## config.mk

```make
export PLATFORM = sky130hd
export DESIGN_NAME = order_arbiter_flat
export DESIGN_NICKNAME = d
export VERILOG_FILES = /design/src/rtl/trade_pkg.sv /design/src/rtl/order_arbiter_if.sv /design/src/rtl/order_arbiter_rr.sv /design/src/rtl/order_arbiter.sv /design/src/flat_wrapper.sv
export SDC_FILE = /design/constraint.sdc
export NUM_CORES = 1
export LEC_CHECK = 0
export CAP_MARGIN = 20
export CORE_ASPECT_RATIO = 2
export CORE_UTILIZATION = 25
export CTS_CLUSTER_DIAMETER = 40
export DETAILED_ROUTE_END_ITERATION = 8
export GPL_ROUTABILITY_DRIVEN = 0
export SLEW_MARGIN = 10
export SYNTH_ARGS = -nofsm -noshare
export SYNTH_HDL_FRONTEND = slang
export SYNTH_HIERARCHICAL = 1
export SYNTH_SLANG_ARGS = --single-unit
```

## constraint.sdc

```tcl
create_clock -name clk -period 7.3 [get_ports clk]
set_input_delay 0.73 -clock clk [delete_from_list [all_inputs] [get_ports clk]]
set_output_delay 0.73 -clock clk [all_outputs]
set_load 0.05 [all_outputs]
```

## src/rtl/trade_pkg.sv

```systemverilog
`default_nettype none
// ============================================================================
// Module      : trade_pkg
// Description : Shared types and widths for the order arbitration slice.
// Revision    : 1.0 - initial release
// ============================================================================
package trade_pkg;

    localparam int c_lot_w = 8;
    localparam int c_src_w = 3;

    typedef enum logic [1:0] {
        IDLE  = 2'd0,
        ISSUE = 2'd1,
        COOL  = 2'd2
    } state_e;

    typedef enum logic {
        SELL = 1'b0,
        BUY  = 1'b1
    } side_e;

endpackage
`default_nettype wire

```

## src/rtl/order_arbiter_if.sv

```systemverilog
`default_nettype none
// ============================================================================
// Module      : order_arbiter_if
// Description : Strategy request / order handshake bundle.
// Revision    : 1.0 - initial release
// ============================================================================
interface order_arbiter_if #(
    parameter int N_STRAT = 4
) ();

    logic [N_STRAT-1:0]               buy_req;
    logic [N_STRAT-1:0]               sell_req;
    logic                             order_ready;
    logic                             order_valid;
    logic                             order_side;
    logic [trade_pkg::c_src_w-1:0]    order_src;

    modport master (
        input  buy_req, sell_req, order_ready,
        output order_valid, order_side, order_src
    );

    modport slave (
        output buy_req, sell_req, order_ready,
        input  order_valid, order_side, order_src
    );

endinterface
`default_nettype wire

```

## src/rtl/order_arbiter_rr.sv

```systemverilog
`default_nettype none
// ============================================================================
// Module      : rr_arbiter
// Description : Combinational round-robin pick: first request at or after ptr.
// Revision    : 1.0 - initial release
// ============================================================================
module rr_arbiter #(
    parameter int N     = 4,
    parameter int IDX_W = 3
) (
    input  wire logic [N-1:0]     req,
    input  wire logic [IDX_W-1:0] ptr,
    output logic      [N-1:0]     grant,
    output logic      [IDX_W-1:0] idx,
    output logic                  any
);

    int w_slot;

    always_comb begin
        grant  = '0;
        idx    = '0;
        any    = 1'b0;
        w_slot = 0;
        for (int k = 0; k < N; k++) begin
            w_slot = int'(ptr) + k;
            if (w_slot >= N) begin
                w_slot = w_slot - N;
            end
            if (!any && req[w_slot]) begin
                any           = 1'b1;
                grant[w_slot] = 1'b1;
                idx           = IDX_W'(w_slot);
            end
        end
    end

endmodule
`default_nettype wire

```

## src/rtl/order_arbiter.sv

```systemverilog
`default_nettype none
// ============================================================================
// Module      : order_arbiter
// Description : Round-robin strategy order arbiter with position limits.
// Revision    : 1.0 - initial release
// ============================================================================
module order_arbiter
    import trade_pkg::*;
#(
    parameter int         N_STRAT  = 4,
    parameter logic [7:0] MAX_POS  = 8'd8,
    parameter int         COOLDOWN = 4
) (
    input  wire logic                clk,
    input  wire logic                rst,
    order_arbiter_if.master          bus,
    output logic [c_lot_w-1:0]       position,
    output logic                     busy,
    output logic [7:0]               conflict_cnt
);

    localparam logic signed [c_lot_w-1:0] c_pos_hi    = $signed(MAX_POS);
    localparam logic signed [c_lot_w-1:0] c_pos_lo    = -$signed(MAX_POS);
    localparam logic [3:0]                c_cool_load = (COOLDOWN > 0) ? 4'(COOLDOWN - 1) : 4'd0;
    localparam logic [c_src_w-1:0]        c_last_src  = c_src_w'(N_STRAT - 1);

    state_e                      r_state;
    logic                        r_order_valid;
    side_e                       r_order_side;
    logic [c_src_w-1:0]          r_order_src;
    logic [c_src_w-1:0]          r_rr_ptr;
    logic signed [c_lot_w-1:0]   r_position;
    logic [7:0]                  r_conflict_cnt;
    logic [3:0]                  r_cool_cnt;
    logic                        r_busy;

    logic [N_STRAT-1:0]          w_buy_ok;
    logic [N_STRAT-1:0]          w_sell_ok;
    logic [N_STRAT-1:0]          w_grant;
    logic [c_src_w-1:0]          w_grant_idx;
    logic                        w_grant_any;
    logic                        w_conflict;

    // A strategy asserting both sides is ineligible and only bumps the counter.
    assign w_conflict = |(bus.buy_req & bus.sell_req);
    assign w_buy_ok   = bus.buy_req & ~bus.sell_req & {N_STRAT{r_position < c_pos_hi}};
    assign w_sell_ok  = bus.sell_req & ~bus.buy_req & {N_STRAT{r_position > c_pos_lo}};

    rr_arbiter #(
        .N     (N_STRAT),
        .IDX_W (c_src_w)
    ) u_rr (
        .req   (w_buy_ok | w_sell_ok),
        .ptr   (r_rr_ptr),
        .grant (w_grant),
        .idx   (w_grant_idx),
        .any   (w_grant_any)
    );

    always_ff @(posedge clk or negedge rst) begin
        if (!rst) begin
            r_state        <= IDLE;
            r_order_valid  <= 1'b0;
            r_order_side   <= SELL;
            r_order_src    <= '0;
            r_rr_ptr       <= '0;
            r_position     <= '0;
            r_conflict_cnt <= '0;
            r_cool_cnt     <= '0;
            r_busy         <= 1'b0;
        end else begin
            case (r_state)
                IDLE: begin
                    if (w_conflict && (r_conflict_cnt != 8'hFF)) begin
                        r_conflict_cnt <= r_conflict_cnt + 8'd1;
                    end
                    if (w_grant_any) begin
                        r_state       <= ISSUE;
                        r_order_valid <= 1'b1;
                        r_order_side  <= (|(w_grant & w_buy_ok)) ? BUY : SELL;
                        r_order_src   <= w_grant_idx;
                        r_busy        <= 1'b1;
                    end
                end
                ISSUE: begin
                    if (bus.order_ready) begin
                        r_order_valid <= 1'b0;
                        r_position    <= (r_order_side == BUY) ? r_position + 8'sd1
                                                               : r_position - 8'sd1;
                        r_rr_ptr      <= (r_order_src == c_last_src) ? '0 : r_order_src + 3'd1;
                        if (COOLDOWN > 0) begin
                            r_state    <= COOL;
                            r_cool_cnt <= c_cool_load;
                        end else begin
                            r_state <= IDLE;
                            r_busy  <= 1'b0;
                        end
                    end
                end
                COOL: begin
                    if (r_cool_cnt == 4'd0) begin
                        r_state <= IDLE;
                        r_busy  <= 1'b0;
                    end else begin
                        r_cool_cnt <= r_cool_cnt - 4'd1;
                    end
                end
                default: begin
                    r_state       <= IDLE;
                    r_order_valid <= 1'b0;
                    r_busy        <= 1'b0;
                end
            endcase
        end
    end

    assign bus.order_valid = r_order_valid;
    assign bus.order_side  = r_order_side;
    assign bus.order_src   = r_order_src;
    assign position        = r_position;
    assign busy            = r_busy;
    assign conflict_cnt    = r_conflict_cnt;

endmodule
`default_nettype wire

```

## src/flat_wrapper.sv

```systemverilog
// flat-port wrapper written by rule: the top's interface ports become plain ports
module order_arbiter_flat import trade_pkg::*;
#(
    parameter int         N_STRAT  = 4,
    parameter logic [7:0] MAX_POS  = 8'd8,
    parameter int         COOLDOWN = 4
)
  (clk, rst, position, busy, conflict_cnt, bus_buy_req, bus_sell_req, bus_order_ready, bus_order_valid, bus_order_side, bus_order_src);
  order_arbiter_if #(.N_STRAT(N_STRAT)) bus_i ();
  input  wire logic clk;
  input  wire logic rst;
  output logic [c_lot_w-1:0] position;
  output logic busy;
  output logic [7:0] conflict_cnt;
  input wire logic [$bits(bus_i.buy_req)-1:0] bus_buy_req;
  input wire logic [$bits(bus_i.sell_req)-1:0] bus_sell_req;
  input wire logic [$bits(bus_i.order_ready)-1:0] bus_order_ready;
  output wire logic [$bits(bus_i.order_valid)-1:0] bus_order_valid;
  output wire logic [$bits(bus_i.order_side)-1:0] bus_order_side;
  output wire logic [$bits(bus_i.order_src)-1:0] bus_order_src;
  assign bus_i.buy_req = bus_buy_req;
  assign bus_i.sell_req = bus_sell_req;
  assign bus_i.order_ready = bus_order_ready;
  assign bus_order_valid = bus_i.order_valid;
  assign bus_order_side = bus_i.order_side;
  assign bus_order_src = bus_i.order_src;
  order_arbiter #(.N_STRAT(N_STRAT), .MAX_POS(MAX_POS), .COOLDOWN(COOLDOWN)) u_core (.clk(clk), .rst(rst), .bus(bus_i), .position(position), .busy(busy), .conflict_cnt(conflict_cnt));
endmodule
```

==> results.md, run 1 <==
- Internal power: 836 uW
- Worst reg-to-reg setup slack: 3740 ps
- Post-Syn Area: 0.00243 sq mm
- Post-CTS setup buffer count: 0
- Design area: 0.00299 sq mm
- Critical Path Source Type: input port
- Area after DPL: 0.00279 sq mm
- Yosys top cell by area: dfrtp_1
- Routed WL per cell: 14.7 um
- Number of global-route vias before repair: 2095
- Flop pwr share: 0.221
- Vias per cell: 5.14
- Final Critical Period: 3620 ps
- Die area: 0.0101 sq mm
- Chip height: 141 um
- Final Hold Violating Endpoints: 0
- Top-count cell post-synth: nand2_1
- Number of synthesized flops with an enable pin: 0
- Initial Util: 0.259
- Synth Net Count: 290
- Worst Tran Pin Value: 1040 ps
- Ports: 33
- Sequential element share of the synthesized area: 0.319
- Setup Crit Path Kind: input port to flip-flop
- CTS-repair resized insts: 0
- Fillers: 983
- Status: finished clean
- Post-route ant nets: 0
- Hold path cells: 1
- FF-to-FF path depth: 11
- Grt total ovfl: 0
- CTS tree: yes
- Clock Latency Late Sink: 280 ps
- Synth area leaders: dfrtp_1, ha_1, nand2_1
- Synth top cells by count: nand2_1, dfrtp_1, ha_1, nor2_1, o21ai_0
- CP Max Fanout: 10
- # hold bufs at CTS: 0
- First-pass GRT wire length: 9630 um
- Prevailing post-synth register cell: dfrtp_1
- Post-Route Skew: 5.16 ps
- CTS Buf Count: 5
- Antenna violations before repair: 0
- Post-Layout Cell Count: 398
- CP max stage cell: o21ai_0
- Post-synthesis cell type count: 55
- Ys async rst share: 1.00
- Worst R2R Start: u_core/position[6]$_DFFE_PN0P_
- Data required time of the critical path: 7490 ps
- Layout cells sized above 1: 0.0918
- Comb pwr share: 0.611
- Synth top area share: 0.319
- DRC Markers: 0
- Hold Path Class: flip-flop to flip-flop
- CP arrival: 3810 ps
- Syn-to-layout area delta: 23.1%
- RSZ-0062 raised after global routing: false
- Hold Path Sink: u_core/conflict_cnt[5]$_DFFE_PN0P_
- Critical path buffers and inverters: 2
- Clk pin slew, worst setup/hold paths: 50 ps
- Slew HR: 0.298
- Row Count: 50
- Peak VDD IR: 0.281 mV
- Final worst path period share: 0.495
- Clock Power Share: 0.168
- Cells after synthesis: 261
- Die Span X: 71.7 um
- Root Driver: clkbuf_16
- Core ar.: 0.00938 sq mm
- Biggest cell delay along the critical path: 810 ps
- CTS Sinks: 31
- Sw power: 763 uW
- CTS H-tree lvls: 2
- Slew Viols, Final: 0
- DRT iter0 DRCs: 58
- Min-delay src: u_core/conflict_cnt[5]$_DFFE_PN0P_
- Fmax: 0.276 GHz
- Largest net degree at the start of global routing: 32
- Drt pass-1 iters: 4
- CP delay by family, top: compound AO/OA/AOI/OAI gates
- #FFs+latches synth: 31
- Setup TNS: 0 ps
- Endpoints failing setup: 0
- Total track usage: 0.123
- Max-cap violations: 0
- CP cell instances: clkdlybuf4s50_1, nand2b_1, o21ai_0, mux2i_1, or4_1, a21oi_2, a221o_1, inv_1, o22ai_1, o22ai_1, mux2i_1
- RR Endpoint: u_core/bus.order_side$_DFFE_PN0P_
- Yosys warns: 6
- Routed WL: 5870 um
- CP Capture Type: flip-flop
- DR vias: 2046
- P per Cell Area: 534 mW/mm^2
- Syn avg cell area: 9.31 sq um
- Placed Cells: 388
- Sw frac: 0.477
- Clk buf depth: 2
- Static leakage: 0.00126 uW
- Number of diodes: 0
- Port bufs: 32
- Dpl hpwl: 4560 um
- Final nets: 322
-- cell type report --
class | count | area (sq um) | area share
multi-input cells | 206 | 1510 | 0.504
flip-flops and latches | 31 | 776 | 0.259
repair buffers | 35 | 338 | 0.113
well taps | 104 | 130 | 0.0435
clock buffers | 6 | 129 | 0.0431
clock inverters | 2 | 60.1 | 0.0201
inverters | 14 | 52.6 | 0.0176
-- worst register-to-register path, delay by kind of cell, from the launching register on --
| kind | cells | cell delay, ps |
|---|---|---|
| AOI/OAI and AO/OA | 5 | 1550 |
| buffers and inverters | 1 | 40 |
| DFF | 1 | 440 |
| muxes | 2 | 420 |
| and+or+nand+nor | 3 | 1020 |
-- stage by stage --
stage	total power [uW]	hold slack [ps]	worst slack [ps]	utilization
floorplan	1100	434	4220	-
global placement	1320	481	3380	0.298
detailed placement	1330	491	3300	0.298
CTS	1610	509	3580	0.318
global route	1710	521	3450	0.319
finish	1600	503	3680	0.319
-- per-layer routing --
metal | part of all wire | track usage | up-vias
met3 | 0.019 | 0.0149 | 23
li1 | - | - | 1006
met2 | 0.55 | 0.230 | 41
met4 | 0.070 | 0.103 | 0
met5 | 0 | 0 | -
met1 | 0.36 | 0.112 | 976
-- power groups by stage --
stage	Clock, uW	Combinational (uW)	Sequential (uW)
after detailed placement	0	970	358
after global routing	281	1060	370
after CTS	274	975	356
final	268	977	354
after global placement	0	961	357
after floorplan	0	604	498
-- sequential cells by signal (all words and copies together), names as in the netlist --
name,count
u_core/r_cool_cnt,4
u_core/bus.order_src,3
u_core/bus.order_side,1
u_core/r_rr_ptr,3
u_core/r_state,2
u_core/conflict_cnt,8
u_core/position,8
u_core/bus.order_valid,1
u_core/busy,1
-- cells by family after synthesis --
kind of cell             count (synthesis)  share of synthesized area
AO/OA/AOI/OAI                           61                      0.182
multiplexers                            15                     0.0777
buffers and inverters                   24                     0.0607
adder cells (fa/ha/maj)                 18                     0.0957
flip-flops                              31                      0.319
AND/OR/NAND/NOR                         97                      0.211
XOR/XNOR                                15                     0.0540
-- placed cells by master (no fill, tap or decap), types with 4 or more instances in the layout --
| cell type | instances |
|---|---|
| clkdlybuf4s50_1 | 32 |
| nand2_1 | 32 |
| dfrtp_1 | 31 |
| ha_1 | 17 |
| nor2_1 | 16 |
| o21ai_0 | 15 |
| inv_1 | 14 |
| a21oi_1 | 10 |
| xnor2_1 | 10 |
| nand3_1 | 8 |
| mux2_2 | 8 |
| nand2b_1 | 7 |
| o22ai_1 | 6 |
| clkbuf_16 | 5 |
| xor2_1 | 5 |
| mux2i_1 | 5 |
| nand4_1 | 4 |
| nor2b_1 | 4 |
| a221o_1 | 4 |
-- how the worst max path moves through the flow --
stage / start / to / cells past startpoint
after floorplan: u_core/position[6]$_DFFE_PN0P_ / u_core/bus.order_side$_DFFE_PN0P_ / 12
after global placement: bus_sell_req[2] / u_core/bus.order_side$_DFFE_PN0P_ / 11
after detailed placement: bus_sell_req[2] / u_core/bus.order_side$_DFFE_PN0P_ / 11
after CTS: bus_sell_req[2] / u_core/bus.order_side$_DFFE_PN0P_ / 11
after global routing: u_core/position[6]$_DFFE_PN0P_ / u_core/bus.order_side$_DFFE_PN0P_ / 11
final: bus_sell_req[1] / u_core/bus.order_side$_DFFE_PN0P_ / 11
Power figures use the tool's default switching activity.
==> run 2: changes to the inputs <==
==> constraint.sdc (replaced) <==
create_clock -name clk -period 3.2 [get_ports clk]
set_input_delay 0.32 -clock clk [delete_from_list [all_inputs] [get_ports clk]]
set_output_delay 0.32 -clock clk [all_outputs]
set_load 0.05 [all_outputs]
==> results.md, run 2 (synthesized netlist as in run 1, its figures left out) <==
- Largest net degree at the start of global routing: 32 (unchanged)
- CTS Buf Count: 5 (unchanged)
- Clk buf depth: 2 (unchanged)
- Most used cell along the critical path: o22ai_1
- Slew HR: 0.653 (was 0.298)
- CTS H-tree lvls: 2 (unchanged)
- Syn-to-layout area delta: 25.6% (was 23.1%)
- Die Span X: 71.7 um (unchanged)
- DRC Markers: 0 (unchanged)
- Dpl hpwl: 4730 um (was 4560 um)
- Design area: 0.00305 sq mm (was 0.00299 sq mm)
- Row Count: 50 (unchanged)
- Antenna violations before repair: 0 (unchanged)
- Layout cells sized above 1: 0.141 (was 0.0918)
- CP max stage cell: or4_1 (was o21ai_0)
- Number of diodes: 0 (unchanged)
- CP delay by family, top: compound AO/OA/AOI/OAI gates (unchanged)
- Endpoints failing setup: 0 (unchanged)
- Die area: 0.0101 sq mm (unchanged)
- Static leakage: 0.00129 uW (was 0.00126 uW)
- Final Hold Violating Endpoints: 0 (unchanged)
- Initial Util: 0.259 (unchanged)
- Max-cap violations: 0 (unchanged)
- Post-CTS setup buffer count: 0 (unchanged)
- Setup Crit Path Kind: flip-flop to flip-flop (was input port to flip-flop)
- P per Cell Area: 1180 mW/mm^2 (was 534 mW/mm^2)
- Peak VDD IR: 0.717 mV (was 0.281 mV)
- Post-route ant nets: 0 (unchanged)
- Post-Route Skew: 5.39 ps (was 5.16 ps)
- Final Util: 0.325 (was 0.319)
- Most frequent cells in the layout: clkdlybuf4s50_1, nand2_1, dfrtp_1 (unchanged)
- Ports: 33 (unchanged)
- Final Critical Period: 2960 ps
- DRT iter0 DRCs: 30 (was 58)
- Grt total ovfl: 0 (unchanged)
- Setup TNS: 0 ps (unchanged)
- Clk pin slew, worst setup/hold paths: 50 ps (about the same)
- Routed WL: 6040 um (was 5870 um)
- Routed WL per cell: 14.8 um (was 14.7 um)
- Total track usage: 0.127 (was 0.123)
- Chip height: 141 um (unchanged)
- Data required time of the critical path: 3400 ps (was 7490 ps)
- Clock Latency Late Sink: 280 ps (about the same)
- Hold Path Class: input port to asynchronous set/reset pin (was flip-flop to flip-flop)
- Slew Viols, Final: 0 (unchanged)
- Final nets: 333 (was 322)
- Root Driver: clkbuf_16 (unchanged)
- Tot Pwr: 3610 uW (was 1600 uW)
- Status: finished clean (unchanged)
- Biggest cell delay along the critical path: 490 ps (was 810 ps)
- Final worst path period share: 0.926
- First-pass GRT wire length: 10100 um (was 9630 um)
- CP Capture Type: flip-flop (unchanged)
- CP cell instances: nor3_1, o21a_1, nor2_1, nand2_1, o21ai_0, buf_4, mux2_2, or4_1, a21oi_2, a221o_1, inv_1, o22ai_1, o22ai_1, mux2i_1 (was clkdlybuf4s50_1, nand2b_1, o21ai_0, mux2i_1, or4_1, a21oi_2, a221o_1, inv_1, o22ai_1, o22ai_1, mux2i_1)
- DR vias: 2094 (was 2046)
- CTS Sinks: 31 (unchanged)
- Worst reg-to-reg setup slack: 240 ps (was 3740 ps)
- Drt pass-1 iters: 4 (unchanged)
- Worst Tran Pin Value: 519 ps (was 1040 ps)
- CP arrival: 3170 ps (was 3810 ps)
- Critical path buffers and inverters: 2 (unchanged)
- Vias per cell: 5.12 (was 5.14)
- Critical Path Source Type: flip-flop (was input port)
- CP Max Fanout: 10 (unchanged)
- # hold bufs at CTS: 0 (unchanged)
- RSZ-0062 raised after global routing: false (unchanged)
- CTS tree: yes (unchanged)
- Number of global-route vias before repair: 2161 (was 2095)
- Area after DPL: 0.00289 sq mm (was 0.00279 sq mm)
- Core ar.: 0.00938 sq mm (unchanged)
- Port bufs: 32 (unchanged)
- Fmax: 0.337 GHz
## run 2: changes by cell type in the layout (fill, tap and decap cells not counted), sizes merged
cell	delta
buf	+11
bufinv	-2
clkinv	+1
clkinvlp	+1
## run 2: area by class of cell
cell class,instances,area (sq um)
multi-input combinational,206,1520
inverter,14,52.6
fill,1012,6330
clock buffer,6,129
clock inverter,2,12.5
timing repair buffer,46,425
sequential,31,781
tap,104,130
## run 2: worst paths after layout
path	to	startpoint	cells past startpoint
max reg2reg	u_core/bus.order_side$_DFFE_PN0P_	u_core/position[2]$_DFFE_PN0P_	14
min in group clk	u_core/conflict_cnt[7]$_DFFE_PN0P_	u_core/conflict_cnt[7]$_DFFE_PN0P_	1
max in group asynchronous	u_core/position[5]$_DFFE_PN0P_	rst	2
max	u_core/bus.order_side$_DFFE_PN0P_	u_core/position[2]$_DFFE_PN0P_	14
min reg2reg	u_core/conflict_cnt[7]$_DFFE_PN0P_	u_core/conflict_cnt[7]$_DFFE_PN0P_	1
min	u_core/r_cool_cnt[0]$_DFFE_PN0P_	rst	2
## run 2: report_power, final
group          internal (uW)  switching, uW  total (uW)  leakage (uW)
clock network            286            169         456     0.0000669
registers                562            207         769      0.000380
logic                    992           1400        2390      0.000840
## run 2: layer usage
layer | track usage | vias to the layer above | wire [um]
li1 | - | 1028 | -
met1 | 0.120 | 1012 | 2160
met2 | 0.237 | 35 | 3380
met3 | 0.0199 | 19 | 143
met4 | 0.0949 | 0 | 350
met5 | 0 | - | 0
## run 2: timing repair
action | 4_1_cts | 5_1_grt
endpoints found under the hold margin | 0 | 0
setup endpoints to repair | 0 | 1
resized for setup | 0 | 6
## run 2: through the flow
step	worst slack (ps)	std cells	hold slack (ps)
floorplan	116	261	24.4
global placement	191	401	495
detailed placement	148	401	492
CTS	132	409	452
global route	14.2	409	492
finish	236	409	435
